[src/rtl/lcd_pkg.sv]
// Shared HD44780 constants and the text-writer state encoding for the LCD
// driver slice (init sequencer, transfer engine, text writer).
package lcd_pkg;

  localparam int RS_BIT = 4;

  localparam logic [7:0] DDRAM_LINE1 = 8'h80;
  localparam logic [7:0] DDRAM_LINE2 = 8'hC0;

  // Post-nibble waits in microseconds; converted to cycles by each user.
  localparam int T10US = 10;
  localparam int T53US = 53;

  typedef enum logic [2:0] {
    WR_IDLE    = 3'd0,
    WR_ADDR_HI = 3'd1,
    WR_ADDR_LO = 3'd2,
    WR_FETCH   = 3'd3,
    WR_CHAR_HI = 3'd4,
    WR_CHAR_LO = 3'd5,
    WR_DONE    = 3'd6
  } wr_state_e;

  function automatic int us_to_cycles(input int clk_freq, input int us);
    return (clk_freq / 1_000_000) * us;
  endfunction

endpackage

[src/rtl/lcd_text_writer.sv]
// Repaints a 2x16 HD44780 screen in 4-bit mode by sequencing DDRAM-address and
// character nibbles from a character buffer into the shared transfer engine.
module lcd_text_writer
  import lcd_pkg::*;
#(
  parameter int CLK_FREQ = 50_000_000,
  parameter int COLS     = 16,
  parameter int DELAY_W  = 21
) (
  input  logic               CLK,
  input  logic               RESET,
  input  logic               init_ready,
  input  logic               refresh_req,
  output logic [4:0]         char_addr,
  input  logic [7:0]         char_data,
  output logic               cmd_valid,
  output logic [4:0]         cmd_data,
  output logic [DELAY_W-1:0] cmd_delay,
  input  logic               cmd_done,
  output logic               busy,
  output logic               frame_done,
  output logic [2:0]         dbg_state
);

  // Handshake: cmd_valid rises with cmd_data/cmd_delay and all three hold
  // steady until cmd_done is seen; the following cycle cmd_valid is low and
  // the next nibble is presented no earlier than the cycle after that.
  // cmd_done while cmd_valid is low is ignored.

  localparam logic [DELAY_W-1:0] DLY_HI    = DELAY_W'(us_to_cycles(CLK_FREQ, T10US));
  localparam logic [DELAY_W-1:0] DLY_LO    = DELAY_W'(us_to_cycles(CLK_FREQ, T53US));
  localparam logic [4:0]         COLS_A    = 5'(COLS);
  localparam logic [4:0]         LAST_COL  = 5'(COLS - 1);
  localparam logic [4:0]         LAST_CHAR = 5'(2 * COLS - 1);

  wr_state_e          state_q, state_d;
  logic               cmd_valid_q, cmd_valid_d;
  logic [4:0]         cmd_data_q, cmd_data_d;
  logic [DELAY_W-1:0] cmd_delay_q, cmd_delay_d;
  logic [4:0]         char_addr_q, char_addr_d;
  logic [7:0]         char_q, char_d;
  logic               busy_q, busy_d;
  logic               frame_done_q, frame_done_d;
  logic               pending_q, pending_d;
  logic               init_q;
  logic               fetch_q, fetch_d;
  logic               abort_q, abort_d;

  logic               init_rise;
  logic               on_line2;
  logic               nib_state;
  logic               nib_rs;
  logic [3:0]         nib_val;
  logic [DELAY_W-1:0] nib_dly;
  wr_state_e          nib_next;
  logic               quit;

  assign init_rise = init_ready & ~init_q;
  assign on_line2  = (char_addr_q >= COLS_A);

  always_comb begin
    state_d      = state_q;
    cmd_valid_d  = cmd_valid_q;
    cmd_data_d   = cmd_data_q;
    cmd_delay_d  = cmd_delay_q;
    char_addr_d  = char_addr_q;
    char_d       = char_q;
    busy_d       = busy_q;
    frame_done_d = 1'b0;
    pending_d    = pending_q | refresh_req | init_rise;
    fetch_d      = fetch_q;
    abort_d      = abort_q | (busy_q & ~init_ready);
    nib_state    = 1'b0;
    nib_rs       = 1'b0;
    nib_val      = 4'h0;
    nib_dly      = DLY_HI;
    nib_next     = state_q;
    quit         = 1'b0;

    case (state_q)
      WR_IDLE: begin
        if (init_ready && (pending_q || refresh_req)) begin
          state_d   = WR_ADDR_HI;
          busy_d    = 1'b1;
          pending_d = 1'b0;
        end
      end
      WR_ADDR_HI: begin
        nib_state = 1'b1;
        nib_val   = on_line2 ? DDRAM_LINE2[7:4] : DDRAM_LINE1[7:4];
        nib_next  = WR_ADDR_LO;
      end
      WR_ADDR_LO: begin
        nib_state = 1'b1;
        nib_val   = on_line2 ? DDRAM_LINE2[3:0] : DDRAM_LINE1[3:0];
        nib_dly   = DLY_LO;
        nib_next  = WR_FETCH;
      end
      WR_FETCH: begin
        // char_addr has been stable for a cycle by the time fetch_q is set,
        // so the buffer's registered read data is valid on the second cycle.
        if (abort_d) begin
          quit = 1'b1;
        end else if (!fetch_q) begin
          fetch_d = 1'b1;
        end else begin
          fetch_d = 1'b0;
          char_d  = char_data;
          state_d = WR_CHAR_HI;
        end
      end
      WR_CHAR_HI: begin
        nib_state = 1'b1;
        nib_rs    = 1'b1;
        nib_val   = char_q[7:4];
        nib_next  = WR_CHAR_LO;
      end
      WR_CHAR_LO: begin
        nib_state = 1'b1;
        nib_rs    = 1'b1;
        nib_val   = char_q[3:0];
        nib_dly   = DLY_LO;
        if (char_addr_q == LAST_CHAR) begin
          nib_next = WR_DONE;
        end else if (char_addr_q == LAST_COL) begin
          nib_next = WR_ADDR_HI;
        end else begin
          nib_next = WR_FETCH;
        end
      end
      WR_DONE: begin
        state_d     = WR_IDLE;
        busy_d      = 1'b0;
        char_addr_d = 5'd0;
        abort_d     = 1'b0;
      end
      default: begin
        quit = 1'b1;
      end
    endcase

    if (nib_state) begin
      if (!cmd_valid_q) begin
        if (abort_d) begin
          quit = 1'b1;
        end else begin
          cmd_valid_d         = 1'b1;
          cmd_data_d          = {1'b0, nib_val};
          cmd_data_d[RS_BIT]  = nib_rs;
          cmd_delay_d         = nib_dly;
        end
      end else if (cmd_done) begin
        cmd_valid_d = 1'b0;
        if (abort_d) begin
          quit = 1'b1;
        end else begin
          state_d = nib_next;
          if (state_q == WR_CHAR_LO) begin
            char_addr_d = char_addr_q + 5'd1;
          end
          if (nib_next == WR_DONE) begin
            frame_done_d = 1'b1;
          end
        end
      end
    end

    // Losing init_ready abandons the frame silently once the bus is quiet.
    if (quit) begin
      state_d     = WR_IDLE;
      busy_d      = 1'b0;
      pending_d   = 1'b0;
      char_addr_d = 5'd0;
      abort_d     = 1'b0;
      fetch_d     = 1'b0;
      cmd_valid_d = 1'b0;
    end
  end

  always_ff @(posedge CLK or posedge RESET) begin
    if (RESET) begin
      state_q      <= WR_IDLE;
      cmd_valid_q  <= 1'b0;
      cmd_data_q   <= 5'd0;
      cmd_delay_q  <= '0;
      char_addr_q  <= 5'd0;
      char_q       <= 8'd0;
      busy_q       <= 1'b0;
      frame_done_q <= 1'b0;
      pending_q    <= 1'b0;
      init_q       <= 1'b0;
      fetch_q      <= 1'b0;
      abort_q      <= 1'b0;
    end else begin
      state_q      <= state_d;
      cmd_valid_q  <= cmd_valid_d;
      cmd_data_q   <= cmd_data_d;
      cmd_delay_q  <= cmd_delay_d;
      char_addr_q  <= char_addr_d;
      char_q       <= char_d;
      busy_q       <= busy_d;
      frame_done_q <= frame_done_d;
      pending_q    <= pending_d;
      init_q       <= init_ready;
      fetch_q      <= fetch_d;
      abort_q      <= abort_d;
    end
  end

  assign char_addr  = char_addr_q;
  assign cmd_valid  = cmd_valid_q;
  assign cmd_data   = cmd_data_q;
  assign cmd_delay  = cmd_delay_q;
  assign busy       = busy_q;
  assign frame_done = frame_done_q;
  assign dbg_state  = state_q;

endmodule
[config.mk]
export PLATFORM = sky130hd
export DESIGN_NAME = lcd_text_writer
export DESIGN_NICKNAME = d
export VERILOG_FILES = /design/src/rtl/lcd_pkg.sv /design/src/rtl/lcd_text_writer.sv
export SDC_FILE = /design/constraint.sdc
export NUM_CORES = 1
export LEC_CHECK = 0
export ABC_CLOCK_PERIOD_IN_PS = 1560
export CORE_MARGIN = 4
export CORE_UTILIZATION = 41
export CTS_CLUSTER_DIAMETER = 80
export CTS_CLUSTER_SIZE = 12
export DETAILED_ROUTE_END_ITERATION = 12
export PLACE_DENSITY = 0.72
export SLEW_MARGIN = 20
export SYNTH_ARGS = -nofsm -noshare
export SYNTH_HDL_FRONTEND = slang
export SYNTH_SLANG_ARGS = --single-unit
[constraint.sdc]
create_clock -name CLK -period 1.56 [get_ports CLK]
set_input_delay 0.156 -clock CLK [delete_from_list [all_inputs] [get_ports CLK]]
set_output_delay 0.156 -clock CLK [all_outputs]
set_load 0.01 [all_outputs]
==> metrics.md <==
| Metric | Value |
|---|---|
| YS warnings | `0` |
| Mapped Area | `1800 um2` |
| First-pass GRT wire length | `7200 um` |
| Met2 Use GR | `27.9%` |
| Num CTS Buffers | `5` |
| N_diodes | `0` |
| CTS H-tree depth | `2` |
| Worst clock skew | `0.00477 ns` |
| GRT Max-Usage Layer | `met2` |
| Die height | `74.3 um` |
| Post-synth top area cell | `dfrtp_1` |
| Crit path max-delay family | `simple AND/OR/NAND/NOR gates` |
| Synth cell types | `40` |
| Die X | `74.3 um` |
| HPWL after DPL | `3110 um` |
| Static leakage | `1.20 nW` |
| Asr flop ratio synth | `100%` |
| Hold-fix buffers, CTS | `0` |
| Total power | `0.00364 W` |
| Predominant post-synthesis flop cell | `dfrtp_1` |
| Nets | `279` |
| Clock insertion delay at the later pin of the skew report | `0.29 ns` |
| Drt total wl | `4430 um` |
| Die ar. | `5520 um2` |
| Commonest cells in the netlist | `dfrtp_1, buf_4, a21oi_1` |
| Post-synthesis cell count | `186` |
| Initial antenna violation count | `0` |
| RSZ-0062 raised after global routing | `yes` |
| DRT iter0 DRCs | `96` |
| CTS tree | `done` |
| Critical Path End Type | `flip-flop` |
| Status | `finished, final reports clean` |
| Total gr overflow | `0` |
| Fin. max-slew vios | `0` |
| Final WS setup | `0.0170 ns` |
| Pwr/cell area | `1360 nW/um2` |
| GRT met3 Usage | `4.19%` |
| Critical path startpoint | `char_addr[1]` |
| Count leader, synth | `dfrtp_1` |
| Yosys reg bits | `31` |
| DR pass1 iterations | `4` |
| Worst-path fanout max | `2` |
| Bufs and invs on worst path | `1` |
| CP Launch Type | `flip-flop` |
| Design area | `2670 um2` |
| I/O pin count | `50` |
| Post-synthesis average cell area | `9.68 um2` |
| Vias post-DR | `1609` |
| Period utilization | `98.9%` |
| Antenna viol nets, final | `0` |
| Crit path cell chain | `ha_2, and3_4, ha_4, inv_2, a21oi_1, o2bb2ai_1, nor4_1` |
| Share of cells above drive strength 1 | `35.0%` |
| Max Cap Viol | `0` |
| IO Port Bufs | `38` |
| Clock Sink Count | `31` |
| M1 GR Usage | `22.6%` |
| Crit path kind | `flip-flop to flip-flop` |
| Fillers | `337` |
| Total track usage | `17.2%` |
| Core box area | `4120 um2` |
| GPL Wtd Cong | `0.913` |
| Post-DP Area | `2410 um2` |
| Final hold vios | `0` |
| Post-synthesis sequential area ratio | `43.1%` |
| Place WS | `-0.213 ns` |
| FMAX | `648 MHz` |
| CP max stage delay | `0.38 ns` |
| Clock Pin Slew Worst Setup and Hold Paths | `0.06 ns` |
| Root buf cell | `clkbuf_8` |
| Post-route minimum period | `1.54 ns` |
| Cell Rows | `23` |
| Largest net degree at the start of global routing | `32` |
| Starting Density | `43.8%` |
| WL/cell | `14.2 um` |
| Worst hold path type | `input port to asynchronous set/reset pin` |
| Worst r2r src | `char_addr[1]` |
| CP max stage cell | `dfrtp_1` |
| Final setup viols | `0` |
| Synth top area cells | `dfrtp_1, buf_4, mux2_2, a21oi_1, nor3_1` |
| # DRC | `0` |
| Number of synthesized flops with an enable pin | `0` |
| Post-Route Setup TNS | `0 ns` |
| Crit path arrival time | `1.72 ns` |
| Max clock buf depth | `2` |
| Layout area overhead | `48.2%` |
| Detail-routed via count per cell | `5.14` |
| Worst vdd ir | `0.840 mV` |
| Vias in the first global route | `1547` |
| Post-synth top area share | `43.1%` |
| Required time of the critical path | `1.74 ns` |
## worst reg2reg max path, cell delays in order (launching register included)
cell and delay, ns:
dfrtp_1 0.38, ha_2 0.19, and3_4 0.19, ha_4 0.16, inv_2 0.05, a21oi_1 0.06
o2bb2ai_1 0.11, nor4_1 0.30
## routing by layer
layer / routed length, um / vias to the layer above
li1: - / 786
met3: 292 / 6
met1: 1910 / 760
met5: 0 / -
met2: 2160 / 57
met4: 74 / 0
## cell families after synthesis
kind of cell | Yosys count | synth area share [%]
mux | 13 | 7.99
flops | 31 | 43.1
buf+inv | 34 | 11.8
other cells | 1 | 0.208
fa+ha+maj | 3 | 2.09
simple gates | 63 | 20.6
compound gates | 39 | 13.2
xor+xnor | 2 | 0.973
## layout by cell type, fill, tap and decap left out, drive strengths merged, types with 4 or more instances in the layout
cell type / synthesis / routed
nand2b: 8 / 8
o21ai: 6 / 6
inv: 7 / 7
conb: 1 / 11
nor3: 10 / 10
nor4: 6 / 6
mux2: 11 / 11
nor2b: 4 / 4
dfrtp: 31 / 31
nand2: 11 / 11
buf: 27 / 49
clkbuf: 0 / 6
a21oi: 17 / 17
nor2: 10 / 10
clkdlybuf4s50: 0 / 36
## registers in the layout, summed over array words and instances (netlist names)
signal and count:
char_addr 5, pending_q 1, cmd_data 5, cmd_valid 1, init_q 1, fetch_q 1, abort_q 1, frame_done 1
busy 1, dbg_state 3, cmd_delay 3, char_q 8
## stage by stage
stage          instances  hold slack [ns]  util (%)
5_1_grt              313            0.287      64.8
2_1_floorplan        196            0.187         -
4_1_cts              307            0.258      61.6
3_5_place_dp         298            0.478      58.7
3_3_place_gp         298            0.477      58.7
6_report             313            0.253      64.8
## where the power goes
part           leakage (nW)  internal, W  switching, W
Combinational         0.759      0.00101      0.000878
Sequential            0.399     0.000961      0.000149
Clock                0.0470     0.000345      0.000293
## cell type report
class | count | area, um2 | share of cell area (%)
Clock inverter | 1 | 5.00 | 0.188
Tap cell | 50 | 62.6 | 2.35
Inverter | 7 | 26.3 | 0.985
Sequential cell | 31 | 781 | 29.3
Multi-Input combinational cell | 131 | 953 | 35.7
Clock buffer | 6 | 82.6 | 3.10
Timing Repair Buffer | 87 | 757 | 28.4
## path summary, 6_finish.rpt
check	end	slack, ns	cells past startpoint
worst max register to register	dbg_state[0]	0.02	7
max in group asynchronous	dbg_state[2]	1.00	3
worst max-delay path	dbg_state[0]	0.02	7
min in group CLK	char_q[2]	0.48	2
worst min register to register	cmd_data[3]	0.48	1
worst min-delay path	char_q[4]	0.25	3
## timing repair
| action | CTS | global route |
|---|---|---|
| setup endpoints to repair | 16 | 28 |
| gates resized for setup | 9 | 19 |
| endpoints found under the hold margin | 0 | 0 |
| pin swaps | 0 | 2 |
| setup buffers | 2 | 6 |
Note: power is estimated with default switching activity, not from simulation.
